<file path="src/rtl/hazard_control_unit_if.sv">
// rtl/hazard_control_unit_if.sv - pipeline-side signal bundle of the hazard control unit
interface hazard_control_unit_if #(
   parameter int REG_W = 5
);
   logic [REG_W-1:0] rs1_OF;
   logic [REG_W-1:0] rs2_OF;
   logic             use_rs1_OF;
   logic             use_rs2_OF;
   logic [REG_W-1:0] rd_EX;
   logic             is_load_EX;
   logic             ext_start_EX;
   logic             branch_taken_EX;
   logic             stall_PC;
   logic             stall_IF_OF;
   logic             stall_OF_EX;
   logic             bubble_EX;
   logic             bubble_DM;
   logic             flush_IF_OF;
   logic             flush_OF_EX;
   logic             ext_busy;
   logic             ext_done;
   logic [REG_W-1:0] rd_EXT_fwd;
`ifdef HAZARD_STATS_EN
   logic [15:0]      stall_cycles;
   logic [15:0]      flush_count;
`endif

   modport master (
      output rs1_OF, rs2_OF, use_rs1_OF, use_rs2_OF, rd_EX,
      output is_load_EX, ext_start_EX, branch_taken_EX,
      input  stall_PC, stall_IF_OF, stall_OF_EX, bubble_EX, bubble_DM,
      input  flush_IF_OF, flush_OF_EX, ext_busy, ext_done, rd_EXT_fwd
`ifdef HAZARD_STATS_EN
      , input stall_cycles, flush_count
`endif
   );

   modport slave (
      input  rs1_OF, rs2_OF, use_rs1_OF, use_rs2_OF, rd_EX,
      input  is_load_EX, ext_start_EX, branch_taken_EX,
      output stall_PC, stall_IF_OF, stall_OF_EX, bubble_EX, bubble_DM,
      output flush_IF_OF, flush_OF_EX, ext_busy, ext_done, rd_EXT_fwd
`ifdef HAZARD_STATS_EN
      , output stall_cycles, flush_count
`endif
   );
endinterface

</file>
<file path="src/rtl/hazard_control_unit.sv">
// rtl/hazard_control_unit.sv - load-use/EXT/branch hazard sequencer; HAZARD_STATS_EN adds stall/flush counters
module hazard_control_unit #(
   parameter int REG_W       = 5,
   parameter int EXT_LATENCY = 4,
   parameter int CNT_W       = 3
) (
   input  logic                  clk,
   input  logic                  rst,
   hazard_control_unit_if.slave  hz
);
   typedef enum logic {RUN, EXTWAIT} state_t;

   localparam logic [CNT_W-1:0] CNT_ONE  = CNT_W'(1);
   localparam logic [CNT_W-1:0] CNT_INIT = CNT_W'(EXT_LATENCY - 1);

   state_t           state;
   logic [CNT_W-1:0] cnt;
   logic [REG_W-1:0] rd_hold;
   logic             load_use;

   assign load_use = hz.is_load_EX && (hz.rd_EX != '0) &&
                     ((hz.use_rs1_OF && (hz.rs1_OF == hz.rd_EX)) ||
                      (hz.use_rs2_OF && (hz.rs2_OF == hz.rd_EX)));

   always_comb begin
      hz.stall_PC    = 1'b0;
      hz.stall_IF_OF = 1'b0;
      hz.stall_OF_EX = 1'b0;
      hz.bubble_EX   = 1'b0;
      hz.bubble_DM   = 1'b0;
      hz.flush_IF_OF = 1'b0;
      hz.flush_OF_EX = 1'b0;
      hz.ext_busy    = 1'b0;
      hz.ext_done    = 1'b0;
      hz.rd_EXT_fwd  = '0;
      if (!rst) begin
         if (state == RUN) begin
            if (hz.branch_taken_EX) begin
               hz.flush_IF_OF = 1'b1;
               hz.flush_OF_EX = 1'b1;
            end else if (hz.ext_start_EX) begin
               if (EXT_LATENCY == 1) begin
                  hz.ext_done   = 1'b1;
                  hz.rd_EXT_fwd = hz.rd_EX;
               end else begin
                  hz.stall_PC    = 1'b1;
                  hz.stall_IF_OF = 1'b1;
                  hz.stall_OF_EX = 1'b1;
                  hz.bubble_DM   = 1'b1;
                  hz.ext_busy    = 1'b1;
               end
            end else if (load_use) begin
               // The bubble removes the load from EX, so this releases itself next cycle.
               hz.stall_PC    = 1'b1;
               hz.stall_IF_OF = 1'b1;
               hz.bubble_EX   = 1'b1;
            end
         end else if (cnt > CNT_ONE) begin
            hz.stall_PC    = 1'b1;
            hz.stall_IF_OF = 1'b1;
            hz.stall_OF_EX = 1'b1;
            hz.bubble_DM   = 1'b1;
            hz.ext_busy    = 1'b1;
         end else begin
            hz.ext_done   = 1'b1;
            hz.rd_EXT_fwd = rd_hold;
         end
      end
   end

   always_ff @(posedge clk) begin
      if (rst) begin
         state   <= RUN;
         cnt     <= '0;
         rd_hold <= '0;
      end else begin
         case (state)
            RUN: begin
               if (!hz.branch_taken_EX && hz.ext_start_EX && (EXT_LATENCY > 1)) begin
                  state   <= EXTWAIT;
                  cnt     <= CNT_INIT;
                  rd_hold <= hz.rd_EX;
               end
            end
            default: begin
               if (cnt > CNT_ONE) begin
                  cnt <= cnt - CNT_ONE;
               end else begin
                  state <= RUN;
                  cnt   <= '0;
               end
            end
         endcase
      end
   end

`ifdef HAZARD_STATS_EN
   always_ff @(posedge clk) begin
      if (rst) begin
         hz.stall_cycles <= '0;
         hz.flush_count  <= '0;
      end else begin
         if (hz.stall_PC && (hz.stall_cycles != 16'hFFFF))
            hz.stall_cycles <= hz.stall_cycles + 16'd1;
         if (hz.flush_IF_OF && (hz.flush_count != 16'hFFFF))
            hz.flush_count <= hz.flush_count + 16'd1;
      end
   end
`endif
endmodule

</file>
<file path="src/flat_wrapper.sv">
// flat-port wrapper written by rule: the top's interface ports become plain ports
module hazard_control_unit_flat 
#(
   parameter int REG_W       = 5,
   parameter int EXT_LATENCY = 4,
   parameter int CNT_W       = 3
)
  (clk, rst, hz_rs1_OF, hz_rs2_OF, hz_use_rs1_OF, hz_use_rs2_OF, hz_rd_EX, hz_is_load_EX, hz_ext_start_EX, hz_branch_taken_EX, hz_stall_PC, hz_stall_IF_OF, hz_stall_OF_EX, hz_bubble_EX, hz_bubble_DM, hz_flush_IF_OF, hz_flush_OF_EX, hz_ext_busy, hz_ext_done, hz_rd_EXT_fwd);
  hazard_control_unit_if #(.REG_W(REG_W)) hz_i ();
  input  logic clk;
  input  logic rst;
  input wire logic [$bits(hz_i.rs1_OF)-1:0] hz_rs1_OF;
  input wire logic [$bits(hz_i.rs2_OF)-1:0] hz_rs2_OF;
  input wire logic [$bits(hz_i.use_rs1_OF)-1:0] hz_use_rs1_OF;
  input wire logic [$bits(hz_i.use_rs2_OF)-1:0] hz_use_rs2_OF;
  input wire logic [$bits(hz_i.rd_EX)-1:0] hz_rd_EX;
  input wire logic [$bits(hz_i.is_load_EX)-1:0] hz_is_load_EX;
  input wire logic [$bits(hz_i.ext_start_EX)-1:0] hz_ext_start_EX;
  input wire logic [$bits(hz_i.branch_taken_EX)-1:0] hz_branch_taken_EX;
  output wire logic [$bits(hz_i.stall_PC)-1:0] hz_stall_PC;
  output wire logic [$bits(hz_i.stall_IF_OF)-1:0] hz_stall_IF_OF;
  output wire logic [$bits(hz_i.stall_OF_EX)-1:0] hz_stall_OF_EX;
  output wire logic [$bits(hz_i.bubble_EX)-1:0] hz_bubble_EX;
  output wire logic [$bits(hz_i.bubble_DM)-1:0] hz_bubble_DM;
  output wire logic [$bits(hz_i.flush_IF_OF)-1:0] hz_flush_IF_OF;
  output wire logic [$bits(hz_i.flush_OF_EX)-1:0] hz_flush_OF_EX;
  output wire logic [$bits(hz_i.ext_busy)-1:0] hz_ext_busy;
  output wire logic [$bits(hz_i.ext_done)-1:0] hz_ext_done;
  output wire logic [$bits(hz_i.rd_EXT_fwd)-1:0] hz_rd_EXT_fwd;
  assign hz_i.rs1_OF = hz_rs1_OF;
  assign hz_i.rs2_OF = hz_rs2_OF;
  assign hz_i.use_rs1_OF = hz_use_rs1_OF;
  assign hz_i.use_rs2_OF = hz_use_rs2_OF;
  assign hz_i.rd_EX = hz_rd_EX;
  assign hz_i.is_load_EX = hz_is_load_EX;
  assign hz_i.ext_start_EX = hz_ext_start_EX;
  assign hz_i.branch_taken_EX = hz_branch_taken_EX;
  assign hz_stall_PC = hz_i.stall_PC;
  assign hz_stall_IF_OF = hz_i.stall_IF_OF;
  assign hz_stall_OF_EX = hz_i.stall_OF_EX;
  assign hz_bubble_EX = hz_i.bubble_EX;
  assign hz_bubble_DM = hz_i.bubble_DM;
  assign hz_flush_IF_OF = hz_i.flush_IF_OF;
  assign hz_flush_OF_EX = hz_i.flush_OF_EX;
  assign hz_ext_busy = hz_i.ext_busy;
  assign hz_ext_done = hz_i.ext_done;
  assign hz_rd_EXT_fwd = hz_i.rd_EXT_fwd;
  hazard_control_unit #(.REG_W(REG_W), .EXT_LATENCY(EXT_LATENCY), .CNT_W(CNT_W)) u_core (.clk(clk), .rst(rst), .hz(hz_i));
endmodule
</file>
<file path="config.mk">
export PLATFORM = sky130hd
export DESIGN_NAME = hazard_control_unit_flat
export DESIGN_NICKNAME = d
export VERILOG_FILES = /design/src/rtl/hazard_control_unit_if.sv /design/src/rtl/hazard_control_unit.sv /design/src/flat_wrapper.sv
export SDC_FILE = /design/constraint.sdc
export NUM_CORES = 1
export LEC_CHECK = 0
export CAP_MARGIN = 20
export CORE_MARGIN = 2
export CORE_UTILIZATION = 37
export CTS_BUF_LIST = sky130_fd_sc_hd__clkbuf_16
export DETAILED_ROUTE_END_ITERATION = 10
export GPL_TIMING_DRIVEN = 0
export MAX_ROUTING_LAYER = met4
export PLACE_DENSITY = 0.79
export SKIP_LAST_GASP = 1
export SYNTH_ARGS = -nofsm -noshare
export SYNTH_HDL_FRONTEND = slang
export SYNTH_SLANG_ARGS = --single-unit
</file>
<file path="constraint.sdc">
create_clock -name clk -period 2.5 [get_ports clk]
set_clock_uncertainty 0.2 [all_clocks]
set_input_delay 0.5 -clock clk [delete_from_list [all_inputs] [get_ports clk]]
set_output_delay 0.5 -clock clk [all_outputs]
set_load 0.05 [all_outputs]
</file>
# Word-level counts from Yosys, hierarchy flattened
# Index checks and enable logic that the tools add are counted.
dict set report word_totals {
  reg_bits 9
  input_bits 22
  output_inout_bits 14
  wordCells 46
}
dict set report classes {
  add_sub_neg 1
  order_cmp 1
  eq_ne 2
  muxes 28
  bitwise 1
  n_reduce_logical 10
}
# op n
set op_table {}
lappend op_table {{two-way mux 1 bit} 22}
lappend op_table {{two-way mux 5 bit} 3}
lappend op_table {{== test 5 bit} 2}
lappend op_table {{two-way mux 3 bit} 3}
lappend op_table {{logical AND 1 bit} 5}
lappend op_table {{nonzero test 5 bit} 1}
lappend op_table {{greater-than comparator 3 x 1 -> 1 bit (second input constant)} 1}
lappend op_table {{subtractor 3 x 1 -> 3 bit (second input constant)} 1}
lappend op_table {{AND reduction 2 bit} 1}
lappend op_table {{nonzero test 2 bit} 1}
lappend op_table {{logical NOT 1 bit} 1}
lappend op_table {{logical OR 1 bit} 1}
lappend op_table {{inverter 1 bit} 1}

# Depth between registers and ports, before layout
dict set report depth {
  depth_word 9
  depth_mapped 7
  ltp_nobuf 6
}

# Worst setup path before layout
# Ideal clock, no wire load.
dict set report synth_timing {
  kind {register to output}
  from {register u_core.cnt[1]}
  to {output hz_stall_PC}
  arrival_ns 2.719
  required_ns 1.800
  slack_ns -0.919
  path_stages_with_launch 8
  path_buffers 1
  cell_sequence {dfxtp_1 > inv_1 > ha_1 > o21ba_2 > o21ai_1 > a21oi_1 > o21bai_1 > buf_4}
}
dict set report synth_between {
  elab_chain_cells 4
}
# item line_no
set synth_rtl {}
lappend synth_rtl {{start: declaration} hazard_control_unit.sv:17} ;# logic [CNT_W-1:0] cnt;
lappend synth_rtl {{start signal: assignment} hazard_control_unit.sv:87} ;# cnt <= cnt - CNT_ONE;
lappend synth_rtl {{greater-than comparator 3 x 1 -> 1 bit} hazard_control_unit.sv:58} ;# end else if (cnt > CNT_ONE) begin
lappend synth_rtl {{two-way mux 1 bit (3 in series)} n/a}
lappend synth_rtl {{end: declaration} flat_wrapper.sv:20} ;# output wire logic [$bits(hz_i.stall_PC)-1:0] hz_stall_PC;
# Every way passes these cells.

# Final worst setup path
dict set report layout_timing {
  from {register u_core.cnt[1]}
  to {output hz_rd_EXT_fwd[4]}
}
dict set report layout_between {
  elab_chain_cells 4
}
# item line_no
set layout_rtl {}
lappend layout_rtl {{greater-than comparator 3 x 1 -> 1 bit} hazard_control_unit.sv:58}
lappend layout_rtl {{two-way mux 5 bit} hazard_control_unit.sv:58}
lappend layout_rtl {{two-way mux 5 bit} hazard_control_unit.sv:37} ;# if (state == RUN) begin
lappend layout_rtl {{two-way mux 5 bit} hazard_control_unit.sv:36} ;# if (!rst) begin
lappend layout_rtl {{end: declaration} flat_wrapper.sv:29} ;# output wire logic [$bits(hz_i.rd_EXT_fwd)-1:0] hz_rd_EXT_fwd;
# Every way passes these cells.

==> impl_results.md <==
* Outcome: completed
* R2r setup slk at ~0.86 ns
* Hold Fails Final Rpt at 0
* Vias in the first global route at 688
* Worst Path Required at 1.80 ns
* TritonCTS clock tree: yes
* Design area at 1220 um2
* Clk buf depth at 2
* Clock slew seen by the registers of the worst setup and hold paths at around 0.040 ns
* Post-DP HPWL at 1390 um
* Slew margin rel. at 76.3%
* Via density at 5.12
* Yosys warnings at 0
* CTS sink cnt at 9
* Cell family with most CP delay: simple AND/OR/NAND/NOR gates
* Min-Delay Endpoint: u_core.rd_hold[0]
* Placed cell area at about 1100 um2
* Crit Path Class: flop to output port
* Largest net degree at the start of global routing at 11
* Worst EP arrival at approximately 1.8 ns
* Max VDD drop at slightly above 500 uV
* CTS buffer count at 3
* GRT Util Overall at 19.8%
* ANT cells at 0
* Critical R2R Capture: u_core.cnt[1]
* Ranking of synthesized cells by area: dfxtp_1 (28%), xor2_1 (11%), nand2_1 (6.3%)
* Die width at 46.0 um
* DR iter-0 viols at 11
* Setup WS post-layout at 0.0337 ns
* Post-synthesis instance area at 652 um2
* Initial core utilization at approximately two fifths
* Sequential share of the synthesized area at 27.6%
* Max Used Layer: met4
* RSZ-0062 raised after global routing: yes
* Routed WL at roughly 2000 um
* Crit path largest cell delay at 0.40 ns
* Place WS at -0.945 ns
* Port buffer count at 35
* Layout cells sized above 1 at 48.0%
* Average wire per standard cell at 14.1 um
* Met2 wire length at between 1000 and 1500 um
* R2R Path Start: u_core.cnt[1]
* Share of the synthesized area in the top cell type at 27.6%
* Finished Layout Cells at 142
* Number of cells on the worst reg-to-reg path at 6
* Worst Hold Class: flop to flop
* First-pass GRT wire length at 2880 um
* Placed insts at 130
* CP cell instances: inv_2 -> ha_4 -> o21ba_4 -> nor4b_4 -> buf_4 -> and2_4 -> buf_8
* Syn Nets at between 100 and 150
* Mapped Cells at 78
* Die ar. at 2110 um2
* Fmax at just over 0.4 GHz
* CTS H-tree lvls at 1
* Crit path launch type: flop
* Final weighted congestion in routability-driven placement at 0.780
* Post-synthesis cell type count at 32
* Tcrit/Tclk final at a little over nine tenths
* Net total in the final layout at 150
* Clock Root Buffer: clkbuf_16
* Crit path buf inv count at 3
* Die Height at around 46 um
* Max Transition Viols Final at 0
* Post-synthesis register bit count at 9
* Pwr dens at 496 nW/um2
* Core area at 1690 um2
* Hold path startpoint: u_core.rd_hold[0]
* Synth area leader: dfxtp_1
* Clock Latency Late Sink at 0.23 ns
* IO Count at 36
* Mean Syn Cell Area at roughly 8.4 um2
* Antenna violations before repair at 0
* Core Rows at 15
* Residual DRC count at 0
* Routed vias at 727
* GRT overflow at 0
* LEAKAGE at 0.000543 uW
* Actual slew at the worst max-slew pin at 0.353 ns
* M1 wire length at 740 um
* Area Overhead vs Synth at 87.5%
* Post-route minimum period at 2.47 ns
* CP max FO at 5
* Post-route ant nets at 0
* Hold WS at 0.250 ns
* WHS Path Cells at 2
* Final Setup Violations at 0
* Slowest-stage cell, CP: nor4b_4
* Type of destination of the critical path: output port
* Max Cap Viol at 0
* Met3 wire length at ~240 um
* Router iterations before antenna repair at 4
-- sequential cells by signal, indices dropped and copies added (netlist names) --
name            cells
u_core.cnt          3
u_core.rd_hold      5
u_core.state        1
-- worst max-delay path by stage --
stage                                  end  cells past startpoint  slack (ns)     startpoint
final                     hz_rd_EXT_fwd[4]                      7        0.03  u_core.cnt[1]
after global routing      hz_rd_EXT_fwd[4]                      7       -0.03  u_core.cnt[1]
after CTS                      hz_stall_PC                      7      -0.005   hz_rs2_OF[1]
after detailed placement       hz_stall_PC                      7       -0.94    hz_rd_EX[3]
after global placement         hz_stall_PC                      7       -0.91    hz_rd_EX[3]
after floorplan                hz_stall_PC                      7       -0.21  u_core.cnt[1]
-- Yosys cell counts --
cell type   n
buf_4       4
a21oi_1     7
and2_1      5
and2b_1     1
a211oi_1    1
and2_0      1
or4_4       1
nor4_2      1
nor4b_1     1
nor4b_4     1
a32oi_1     1
nand2_1    11
o21ai_1     1
o21ba_2     1
nor4_1      1
nor2_1      3
nor3_1      1
nor3b_1     2
xnor2_1     2
a31oi_1     1
clkbuf_1    1
xor2_1      8
buf_2       2
o21ai_2     1
nor2b_1     1
nand2b_1    1
o22a_1      1
nor3_2      1
dfxtp_1     9
ha_1        2
o21bai_1    2
inv_1       2
-- worst register-to-register path: cells and delay by family, from the launching register on --
family / cells / cell delay [ns]
buffers and inverters: 3 / 0.31
flip-flops: 1 / 0.35
AO/OA/AOI/OAI: 2 / 0.42
adder cells (fa/ha/maj): 1 / 0.26
-- layer usage --
layer / up-vias / global-route usage (%)
li1: 358 / -
met2: 39 / 34.4
met1: 326 / 18.6
met3: 4 / 6.75
met4: 0 / 11.4
met5: - / -
-- cell usage in the layout (no fill, tap or decap), types with 4 or more instances in the layout --
cell type	synthesis	routed
nand2_1	11	11
a21oi_1	7	6
xor2_1	8	7
buf_2	2	13
clkdlybuf4s50_1	0	4
dfxtp_1	9	7
and2_4	0	4
buf_4	4	13
dlygate4sd2_1	0	8
-- power breakdown --
group / internal, uW / total (uW) / switching [uW]
clock network: 208 / 271 / 63.2
logic: 82.9 / 174 / 91.0
registers: 153 / 161 / 8.29
-- what timing repair did --
| action | in CTS | in global routing |
|---|---|---|
| pin swaps | 8 | 9 |
| endpoints found under the setup margin | 14 | 11 |
| hold buffers | 0 | 0 |
| setup buffers | 4 | 4 |
| gates resized for setup | 115 | 19 |
-- stage by stage --
| step | utilization, % | setup TNS [ns] | power (uW) |
|---|---|---|---|
| after CTS | 68.4 | -0.00503 | 596 |
| after global routing | 72.4 | -0.103 | 639 |
| final | 72.4 | 0 | 607 |
| after floorplan | - | -0.344 | 250 |
| after global placement | 62.4 | -9.68 | 313 |
| after detailed placement | 62.4 | -10.03 | 317 |
-- final cells by class --
type | count | area [um2]
clock buffers | 3 | 75.1
multi-input cells | 60 | 526
well taps | 17 | 21.3
inverters | 2 | 7.51
repair buffers | 43 | 349
flip-flops and latches | 9 | 185
plain buffers | 7 | 55.1
clock inverters | 1 | 3.75
fillers | 123 | 467
-- logic make-up after synthesis --
group	share of synthesized area, %
fa+ha+maj	3.84
buf+inv	7.87
flops	27.6
xor+xnor	13.4
simple gates	31.1
compound gates	16.1
Note: power is estimated with default switching activity, not from simulation.
